===== src/rtl/uart_pkg.sv =====
// Shared UART definitions: receive sequencer states, divisor limits, frame
// geometry and the reset-divisor helper. Imported by the UART RX/TX blocks.
package uart_pkg;

   typedef enum logic [2:0] {
      IDLE,
      HALF,
      BITS,
      STOP,
      WAIT_REL
   } uart_state_e;

   // Smallest legal clocks-per-bit; keeps (div>>1)-1 and div-1 non-negative.
   localparam int unsigned DIV_MIN              = 4;
   localparam int unsigned UART_DATA_BITS       = 8;
   localparam int unsigned UART_FLAGS_PER_FRAME = 9;

   // Clocks per bit for a given clock frequency and baud rate (truncating).
   function automatic int unsigned default_div(input int unsigned clk_freq,
                                               input int unsigned baud);
      return clk_freq / baud;
   endfunction

endpackage


===== src/rtl/uart_sync2.sv =====
// Two-flop synchroniser for an asynchronous serial line.
// Both flops reset to 1 so an idle (high) UART line reads as idle after reset.
// Ports:
//   clk - system clock
//   rst - synchronous, active-high reset
//   d   - asynchronous input
//   q   - synchronised output (two cycles of latency)
module uart_sync2 (
   input  logic clk,
   input  logic rst,
   input  logic d,
   output logic q
);

   logic meta;

   always_ff @(posedge clk) begin
      if (rst) begin
         meta <= 1'b1;
         q    <= 1'b1;
      end else begin
         meta <= d;
         q    <= meta;
      end
   end

endmodule


===== src/rtl/uart_rx_bps_ctrl.sv =====
// Baud-rate / sampling sequencer for the UART receiver.
// On a start request it emits nine single-cycle mid-bit strobes (start bit plus
// eight data bits), then samples the stop bit itself and reports done or
// framing error. A runtime divisor update is applied at the next frame start.
// Ports:
//   CLK_50M       - system clock
//   RST           - synchronous, active-high reset
//   UART_RX       - raw serial line (synchronised internally)
//   rx_bps_start  - receiver request, held high for the whole frame
//   div_load      - one-cycle strobe capturing div_value (clamped to DIV_MIN)
//   div_value     - new clocks-per-bit value
//   rx_bps_flag   - one-cycle mid-bit sample strobe
//   rx_busy       - high whenever the sequencer is not idle
//   rx_frame_done - one-cycle pulse, stop bit was 1
//   rx_frame_err  - one-cycle pulse, stop bit was 0
//   div_cur       - divisor used by the current or next frame
module uart_rx_bps_ctrl
   import uart_pkg::*;
#(
   parameter int unsigned CLK_FREQ     = 50_000_000,
   parameter int unsigned BAUD_DEFAULT = 9600,
   parameter int unsigned DIV_W        = 16
) (
   input  logic             CLK_50M,
   input  logic             RST,
   input  logic             UART_RX,
   input  logic             rx_bps_start,
   input  logic             div_load,
   input  logic [DIV_W-1:0] div_value,
   output logic             rx_bps_flag,
   output logic             rx_busy,
   output logic             rx_frame_done,
   output logic             rx_frame_err,
   output logic [DIV_W-1:0] div_cur
);

   localparam logic [DIV_W-1:0] DIV_RST = DIV_W'(default_div(CLK_FREQ, BAUD_DEFAULT));
   localparam logic [DIV_W-1:0] DIV_LO  = DIV_W'(DIV_MIN);
   localparam logic [3:0]       LAST_BIT = 4'(UART_FLAGS_PER_FRAME - 1);

   uart_state_e      state, state_nxt;
   logic [DIV_W-1:0] cnt, cnt_nxt;
   logic [3:0]       bitn, bitn_nxt;
   logic [DIV_W-1:0] div_pend;
   logic [DIV_W-1:0] half_m1, full_m1;
   logic             flag_nxt;
   logic             smp_nxt;
   logic             start_frame;
   logic             stop_smp;
   logic             stop_bit;
   logic             rx_s;

   uart_sync2 u_sync (
      .clk (CLK_50M),
      .rst (RST),
      .d   (UART_RX),
      .q   (rx_s)
   );

   assign half_m1 = (div_cur >> 1) - DIV_W'(1);
   assign full_m1 = div_cur - DIV_W'(1);
   assign rx_busy = (state != IDLE);

   always_comb begin
      state_nxt   = state;
      cnt_nxt     = cnt;
      bitn_nxt    = bitn;
      flag_nxt    = 1'b0;
      smp_nxt     = 1'b0;
      start_frame = 1'b0;
      case (state)
         IDLE: begin
            if (rx_bps_start) begin
               state_nxt   = HALF;
               cnt_nxt     = '0;
               bitn_nxt    = '0;
               start_frame = 1'b1;
            end
         end
         HALF: begin
            if (!rx_bps_start) begin
               state_nxt = IDLE;
            end else if (cnt == half_m1) begin
               flag_nxt  = 1'b1;
               bitn_nxt  = 4'd1;
               cnt_nxt   = '0;
               state_nxt = BITS;
            end else begin
               cnt_nxt = cnt + DIV_W'(1);
            end
         end
         BITS: begin
            if (!rx_bps_start) begin
               state_nxt = IDLE;
            end else if (cnt == full_m1) begin
               flag_nxt = 1'b1;
               bitn_nxt = bitn + 4'd1;
               cnt_nxt  = '0;
               if (bitn == LAST_BIT) state_nxt = STOP;
            end else begin
               cnt_nxt = cnt + DIV_W'(1);
            end
         end
         STOP: begin
            if (!rx_bps_start) begin
               state_nxt = IDLE;
            end else if (cnt == full_m1) begin
               smp_nxt   = 1'b1;
               cnt_nxt   = '0;
               state_nxt = WAIT_REL;
            end else begin
               cnt_nxt = cnt + DIV_W'(1);
            end
         end
         WAIT_REL: begin
            if (!rx_bps_start) state_nxt = IDLE;
         end
         default: state_nxt = IDLE;
      endcase
   end

   always_ff @(posedge CLK_50M) begin
      if (RST) begin
         state         <= IDLE;
         cnt           <= '0;
         bitn          <= '0;
         div_cur       <= DIV_RST;
         div_pend      <= DIV_RST;
         rx_bps_flag   <= 1'b0;
         stop_smp      <= 1'b0;
         stop_bit      <= 1'b1;
         rx_frame_done <= 1'b0;
         rx_frame_err  <= 1'b0;
      end else begin
         state       <= state_nxt;
         cnt         <= cnt_nxt;
         bitn        <= bitn_nxt;
         rx_bps_flag <= flag_nxt;
         stop_smp    <= smp_nxt;
         if (smp_nxt) stop_bit <= rx_s;
         // Stop bit is captured one edge before the result pulse is issued.
         rx_frame_done <= stop_smp & stop_bit;
         rx_frame_err  <= stop_smp & ~stop_bit;
         // Frame start uses the pending divisor as it stood before this edge,
         // so a same-cycle load only affects the following frame.
         if (start_frame) div_cur <= div_pend;
         if (div_load) div_pend <= (div_value < DIV_LO) ? DIV_LO : div_value;
      end
   end

endmodule


===== config.mk =====
export PLATFORM = sky130hd
export DESIGN_NAME = uart_rx_bps_ctrl
export DESIGN_NICKNAME = d
export VERILOG_FILES = /design/src/rtl/uart_pkg.sv /design/src/rtl/uart_sync2.sv /design/src/rtl/uart_rx_bps_ctrl.sv
export SDC_FILE = /design/constraint.sdc
export NUM_CORES = 1
export LEC_CHECK = 0
export ABC_AREA = 1
export CAP_MARGIN = 40
export CORE_MARGIN = 1
export CORE_UTILIZATION = 40
export CTS_CLUSTER_DIAMETER = 150
export DETAILED_ROUTE_END_ITERATION = 10
export GPL_ROUTABILITY_DRIVEN = 0
export SLEW_MARGIN = 20
export SYNTH_ARGS = -nofsm -noshare
export SYNTH_HDL_FRONTEND = slang
export SYNTH_SLANG_ARGS = --single-unit

===== constraint.sdc =====
create_clock -name CLK_50M -period 2 [get_ports CLK_50M]
set_clock_uncertainty 0.15 [all_clocks]
set_input_delay 0.2 -clock CLK_50M [delete_from_list [all_inputs] [get_ports CLK_50M]]
set_output_delay 0.2 -clock CLK_50M [all_outputs]
set_load 0.005 [all_outputs]

==> results of run 1 <==
-- cell usage after synthesis --
cell type / instances / share of area, %
o21ai_1: 2 / 0.24
o22ai_1: 1 / 0.15
dfxtp_1: 62 / 29
nor2_4: 9 / 2.4
buf_4: 1 / 0.18
nor3_2: 1 / 0.24
o2111ai_1: 1 / 0.21
nand3_1: 59 / 7.0
clkinv_1: 1 / 0.089
nand2_2: 8 / 1.2
ha_1: 5 / 1.5
a21oi_1: 31 / 3.7
o211ai_1: 5 / 0.89
nand2_4: 1 / 0.27
a32o_1: 1 / 0.24
nor2_1: 73 / 6.5
nor4_1: 5 / 0.74
nand3_2: 3 / 0.71
nand2_1: 187 / 17
xnor2_1: 18 / 3.7
o21bai_1: 2 / 0.36
a21oi_4: 1 / 0.39
inv_2: 4 / 0.36
xor2_1: 18 / 3.7
clkbuf_1: 17 / 1.5
buf_6: 2 / 0.53
o21ai_0: 27 / 3.2
nand4_1: 9 / 1.3
clkbuf_2: 1 / 0.12
buf_2: 7 / 0.83
nand3b_1: 10 / 1.8
nor2_2: 15 / 2.2
inv_1: 59 / 5.2
a31o_2: 1 / 0.21
or2_2: 2 / 0.30
and3b_1: 1 / 0.21
a31oi_1: 1 / 0.15
nor3_1: 8 / 0.95
a22oi_1: 1 / 0.18
nand3b_4: 1 / 0.47
-- metrics by stage --
step           std cells  instance area, um^2  TNS, ns  worst slack [ns]  utilization (%)
2_1_floorplan        661                 4270        0          0.001147                -
6_report             941                 6130   -4.317           -0.2211            59.64
5_1_grt              941                 6130   -7.399           -0.3535            59.64
4_1_cts              935                 5847   -3.522           -0.1899            56.89
3_5_place_dp         918                 5538   -8.087           -0.3675            53.88
3_3_place_gp         918                 5538   -7.580           -0.3415            53.88
-- metal layers --
metal / global-route usage, % / up-vias / wire, um
met2: 40.26 / 154 / 6158
met4: 9.960 / 0 / 293
li1: - / 2399 / -
met3: 3.182 / 27 / 732
met1: 32.65 / 2184 / 6078
met5: 0 / - / 0
-- kinds of logic (layout without fill, tap and decap cells) --
| logic type | Yosys count | in the layout | share of synthesized area (%) |
|---|---|---|---|
| simple gates | 392 | 393 | 42.92 |
| xor+xnor | 36 | 36 | 7.469 |
| compound gates | 74 | 74 | 9.870 |
| buf+inv | 92 | 235 | 8.861 |
| flops | 62 | 62 | 29.40 |
| fa+ha+maj | 5 | 5 | 1.482 |
-- what timing repair did --
item,4_1_cts,5_1_grt
setup endpoints to repair,27,27
resized for setup,28,61
pin swaps,14,31
gates cloned,0,1
setup buffers,1,5
-- layout make-up --
class / instances / area [um^2]
multi-input cells: 508 / 2953
clock buffers: 13 / 170.2
fillers: 992 / 4148
clock inverters: 3 / 40.04
inverters: 64 / 250.2
repair buffers: 155 / 1284
well taps: 136 / 170.2
flip-flops and latches: 62 / 1262
-- how the worst min path moves through the flow --
| stage | start | endpoint | cells past startpoint |
|---|---|---|---|
| 2_1_floorplan | UART_RX | u_sync.meta | 1 |
| 3_3_place_gp | u_sync.meta | u_sync.q | 1 |
| 3_5_place_dp | u_sync.meta | u_sync.q | 1 |
| 4_1_cts | div_value[0] | div_pend[0] | 3 |
| 5_1_grt | u_sync.meta | u_sync.q | 1 |
| 6_report | div_value[0] | div_pend[0] | 3 |
-- power groups by stage --
| stage | Combinational, uW | Sequential, uW | Clock [uW] |
|---|---|---|---|
| floorplan | 1630 | 1640 | 0 |
| global placement | 2880 | 1680 | 0 |
| detailed placement | 2910 | 1680 | 0 |
| CTS | 3020 | 1670 | 1210 |
| global route | 3710 | 1700 | 1260 |
| finish | 3390 | 1690 | 1180 |
-- worst max-delay path: stages (launching register included) --
cell	delay, ns
dfxtp_4	0.37
inv_4	0.07
ha_4	0.21
inv_4	0.05
nor2_4	0.16
nand3_4	0.10
o21bai_1	0.14
nand2_1	0.09
inv_1	0.07
nand2_2	0.06
nor2_4	0.11
nand4_1	0.16
nand2_2	0.15
nand2_2	0.09
nand2_1	0.07
a21oi_1	0.06
-- registers in the layout, indices dropped and copies added (netlist names) --
name,flops
div_pend,16
state,3
rx_bps_flag,1
u_sync.meta,1
stop_smp,1
div_cur,16
bitn,4
stop_bit,1
rx_frame_done,1
u_sync.q,1
cnt,16
rx_frame_err,1
==> results.ini, run 1 <==
[grt]
grt_max_degree=39
grt_pass1_vias=4533
grt_remaining_overflow=0
antenna_found_initial=0
grtUsageTotal_pct=24.60
grt_pass1_wl_um=21370

[final_layout]
layout_commonest_cell=nand2_1
layout_common_cells=nand2_1, buf_4, nor2_1, inv_1, dfxtp_1
layout-drive-gt1-share_pct=30.43
fin_nets=826
diodes=0
areaGrowthSynthToFinish_pct=45.20

[worst_hold_path]
min_path_type=primary input to flip-flop

[floorplan]
ioPinCount=41
initial_core_util_pct=41.08
fp-row-count=37
fp.dieH_um=104.7
dieArea_um2=10970
core_area_um2=10280
fp.dieW_um=104.7

[synthesis]
yosysSeqAreaShare_pct=29.40
synth_nets=687
syn_avg_cell_area_um2=6.387
ys_types=40
synth_seq_cells=62
synthCells=661
syn_area_um2=4222
synth_warnings=0

[cts]
clkSinkCount=62
insertion_delay_ns=0.35
cts_tree=done
ctsRootBufferMaster=clkbuf_8
cts_hold_buf=0
cts_inserted_buffers=9
path_clk_slew_ns=0.07
clock_path_buffers=2
htree_num_levels=3

[drt]
drt_iter0_markers=238
via_per_inst=5.063
detail_route.wl_per_cell_um=14.09
antenna_left=0
drt-total-wl_um=13260
vias=4764
route.detailed.drc=0
drt_first_pass_iters=5

[timing]
fmax_mhz=450.2
layout_setup_ws_ns=-0.2211
hold_slack_ns=0.2574
setup_viol=26
tightest_slew_ns=0.5713
post-route-period-util_pct=111.1
min_period_ns=2.221
drv_slew=0
grt_setup_unrepaired=yes
slew_headroom_pct=61.87
hold_viol_final=0

[power]
netSwitchingPower_uw=2597
p_leak_uw=0.002748
power_density_nw_per_um2=1021
p_seq_share_pct=26.9
p_total_uw=6256
switching_share_pct=41.51
pwr-share-comb_pct=54.1
peakVddDrop_mv=0.5822
intPower_uw=3659
clkPwrFrac_pct=18.9

[worst_setup_path]
r2r_end=bitn[3]
critPathMaxFanout=6
rrSetupSlack_ns=-0.22
crit_arrival_ns=2.30
crit_path_start_kind=flip-flop
critical_path_class=flip-flop to flip-flop
end_kind=flip-flop
r2r_cells=15
reg2reg_from=div_cur[2]
endpoint=bitn[3]
required_ns=2.08
startpoint=div_cur[2]

[placed_design]
dp_hpwl_um=10080
io_buffers=40

[status]
violations=setup timing
outcome=finished with violations

[job]
drv_cap=0

(Power assumes the default switching activity.)
==> inputs of run 2 (changes only) <==
--- a/config.mk
+++ b/config.mk
@@ -12,6 +12,7 @@
 export CTS_CLUSTER_DIAMETER = 150
 export DETAILED_ROUTE_END_ITERATION = 10
 export GPL_ROUTABILITY_DRIVEN = 0
+export PLACE_DENSITY = 0.62
 export SLEW_MARGIN = 20
 export SYNTH_ARGS = -nofsm -noshare
 export SYNTH_HDL_FRONTEND = slang
==> run 2 against run 1 <==
Net effect: the run still ends with setup timing left; fmax decreased by 2.0%; largest cell class unchanged; first-iteration DRC count increased by 10%; clock power is essentially flat; highest routed layer unchanged; wire length down 2.9%.
==> results.ini, run 2 (same netlist as run 1, synthesis figures left out) <==
[worst_setup_path]
required_ns=2.14  ; +0.06 ns
cpMaxStageDelayCell=dfxtp_4
r2r_end=bitn[1]
critPathMaxFanout=6  ; unchanged
reg2reg_from=div_cur[2]
crit_arrival_ns=2.41  ; +0.11 ns
r2r_cells=16  ; +1
crit_path_start_kind=flip-flop
critical_path_class=flip-flop to flip-flop
critPathMaxStageDelay_ns=0.38  ; about the same
critical_path.cell_chain=inv_4 > ha_4 > nand2_4 > nor2_4 > buf_4 > nand2_1 > nand2_1 > nand2_1 > nand3_1 > nor2_2 > nand3_4 > a21oi_4 > nand2_4 > nand2_2 > nand2_2 > nor2_1
rrSetupSlack_ns=-0.27  ; -0.05 ns
end_kind=flip-flop
worst_path_most_repeated_cell=nand2_1

[job]
drv_cap=0  ; unchanged

[power]
p_leak_uw=0.002641  ; -3.9%
power_density_nw_per_um2=1010  ; -1.1%
switching_share_pct=41.30  ; -0.22 points
p_seq_share_pct=28.3  ; +1.4 points
pwr-share-comb_pct=51.7  ; -2.4 points
p_total_uw=5923  ; -5.3%
clkPwrFrac_pct=20.0  ; +1.1 points
peakVddDrop_mv=0.4824  ; -17%
intPower_uw=3477  ; -5.0%
netSwitchingPower_uw=2446  ; -5.8%

[final_layout]
num-fill-cells=1031  ; +3.9%
seq_area_um2=1257  ; -0.40%
multiInputGateArea_um2=2814  ; -4.7%
layout_common_cells=nand2_1, buf_4, nor2_1, inv_1
diodes=0  ; unchanged
fin_nets=810  ; -1.9%
reg_top3=cnt: 16 flops, div_cur: 16 flops, div_pend: 16 flops
layout-drive-gt1-share_pct=25.98  ; -4.5 points
areaGrowthSynthToFinish_pct=38.97
utilization_pct=57.09  ; -2.6 points
layout_commonest_cell=nand2_1

[floorplan]
fp.dieH_um=104.7  ; unchanged
core_area_um2=10280  ; unchanged
dieArea_um2=10970  ; unchanged
fp.dieW_um=104.7  ; unchanged
fp-row-count=37  ; unchanged
ioPinCount=41  ; unchanged
initial_core_util_pct=41.08  ; unchanged

[timing]
tightest_slew_ns=0.5785  ; +0.007158 ns
setup_viol=26  ; unchanged
drv_slew=0  ; unchanged
min_period_ns=2.268  ; +0.04647 ns
hold_viol_final=0  ; unchanged
fmax_mhz=441.0  ; -2.0%
post-route-period-util_pct=113.4  ; +2.3 points
fin_tns_setup_ns=-4.675  ; -0.3579 ns
layout_setup_ws_ns=-0.2675  ; -0.04647 ns
slew_headroom_pct=61.29  ; -0.58 points
grt_setup_unrepaired=yes

[worst_hold_path]
hold_end=div_pend[1]
hp-start=div_value[1]
hold_depth=3  ; unchanged
min_path_type=primary input to flip-flop

[grt]
grt_max_degree=33  ; -15%
antenna_found_initial=0  ; unchanged
grt_remaining_overflow=0  ; unchanged
grt_pass1_vias=4506  ; -0.60%
grt_pass1_wl_um=21180  ; -0.87%
grtUsageTotal_pct=24.59  ; about the same

[cts]
cts_hold_buf=0  ; unchanged
ctsRootBufferMaster=clkbuf_8
htree_num_levels=3  ; unchanged
cts_inserted_buffers=9  ; unchanged
clock_path_buffers=2  ; unchanged
cts_tree=done
insertion_delay_ns=0.35  ; about the same
path_clk_slew_ns=0.07  ; about the same
clkSinkCount=62  ; unchanged

[drt]
via_per_inst=5.008  ; -1.1%
vias=4632  ; -2.8%
drt_first_pass_iters=5  ; unchanged
route.detailed.drc=0  ; unchanged
antenna_left=0  ; unchanged
drt_iter0_markers=262  ; +10%
detail_route.wl_per_cell_um=13.92  ; -1.2%
drt-total-wl_um=12880  ; -2.9%

[placed_design]
pre_cts_ws_ns=-0.3524  ; +0.01515 ns
dp_hpwl_um=9923  ; -1.6%
io_buffers=40  ; unchanged

[status]
violations=setup timing
outcome=finished with violations

[run 2: worst max-delay path by stage]
| stage | startpoint | endpoint | slack, ns | depth (start not counted) |
|---|---|---|---|---|
| after global placement | div_cur[2] | rx_bps_flag | -0.27 | 12 |
| final | div_cur[2] | bitn[1] | -0.27 | 16 |
| after CTS | div_cur[1] | bitn[1] | -0.24 | 15 |
| after floorplan | div_cur[3] | cnt[10] | 0.001 | 15 |
| after global routing | div_cur[1] | bitn[0] | -0.45 | 15 |
| after detailed placement | div_cur[1] | cnt[12] | -0.35 | 15 |
[run 2: cell type report]
| cell class | instances | area share, % |
|---|---|---|
| multi-input cells | 507 | 47.96 |
| flip-flops and latches | 62 | 21.43 |
| repair buffers | 140 | 19.90 |
| inverters | 64 | 4.223 |
| clock buffers | 13 | 2.900 |
| well taps | 136 | 2.900 |
| clock inverters | 3 | 0.6824 |
[run 2: timing repair]
item | 4_1_cts | 5_1_grt
setup buffers | 3 | 4
resized for setup | 15 | 35
endpoints found under the hold margin | 0 | 0
endpoints found under the setup margin | 26 | 28
pin swaps | 12 | 19
[run 2: power groups by stage]
stage                     clock network [uW]  registers [uW]  logic [uW]
after floorplan                            0            1640        1630
after global placement                     0            1680        2760
after detailed placement                   0            1680        2790
after CTS                               1200            1650        2890
after global routing                    1260            1690        3380
final                                   1180            1680        3060
[run 2: per-stage QoR]
stage | area [um^2] | cells | hold WS, ns
floorplan | 4270 | 661 | 0.1538
global placement | 5433 | 904 | 0.2468
detailed placement | 5433 | 904 | 0.2464
CTS | 5727 | 923 | 0.2445
global route | 5867 | 925 | 0.2641
finish | 5867 | 925 | 0.2549
[run 2: metal layers]
metal,part of all wire (%),track usage [%],up-vias,wire [um]
li1,-,-,2369,-
met3,5.3,3.993,32,679
met5,0,0,-,0
met2,46,40.68,131,5936
met1,45,31.20,2100,5844
met4,3.2,11.47,0,415
[run 2: worst max-delay path: cells and delay by family (launching register included)]
kind            cells  cell delay [ns]
buf+inv             2             0.16
fa+ha+maj           1             0.20
flops               1             0.38
compound gates      1             0.25
simple gates       12             1.06
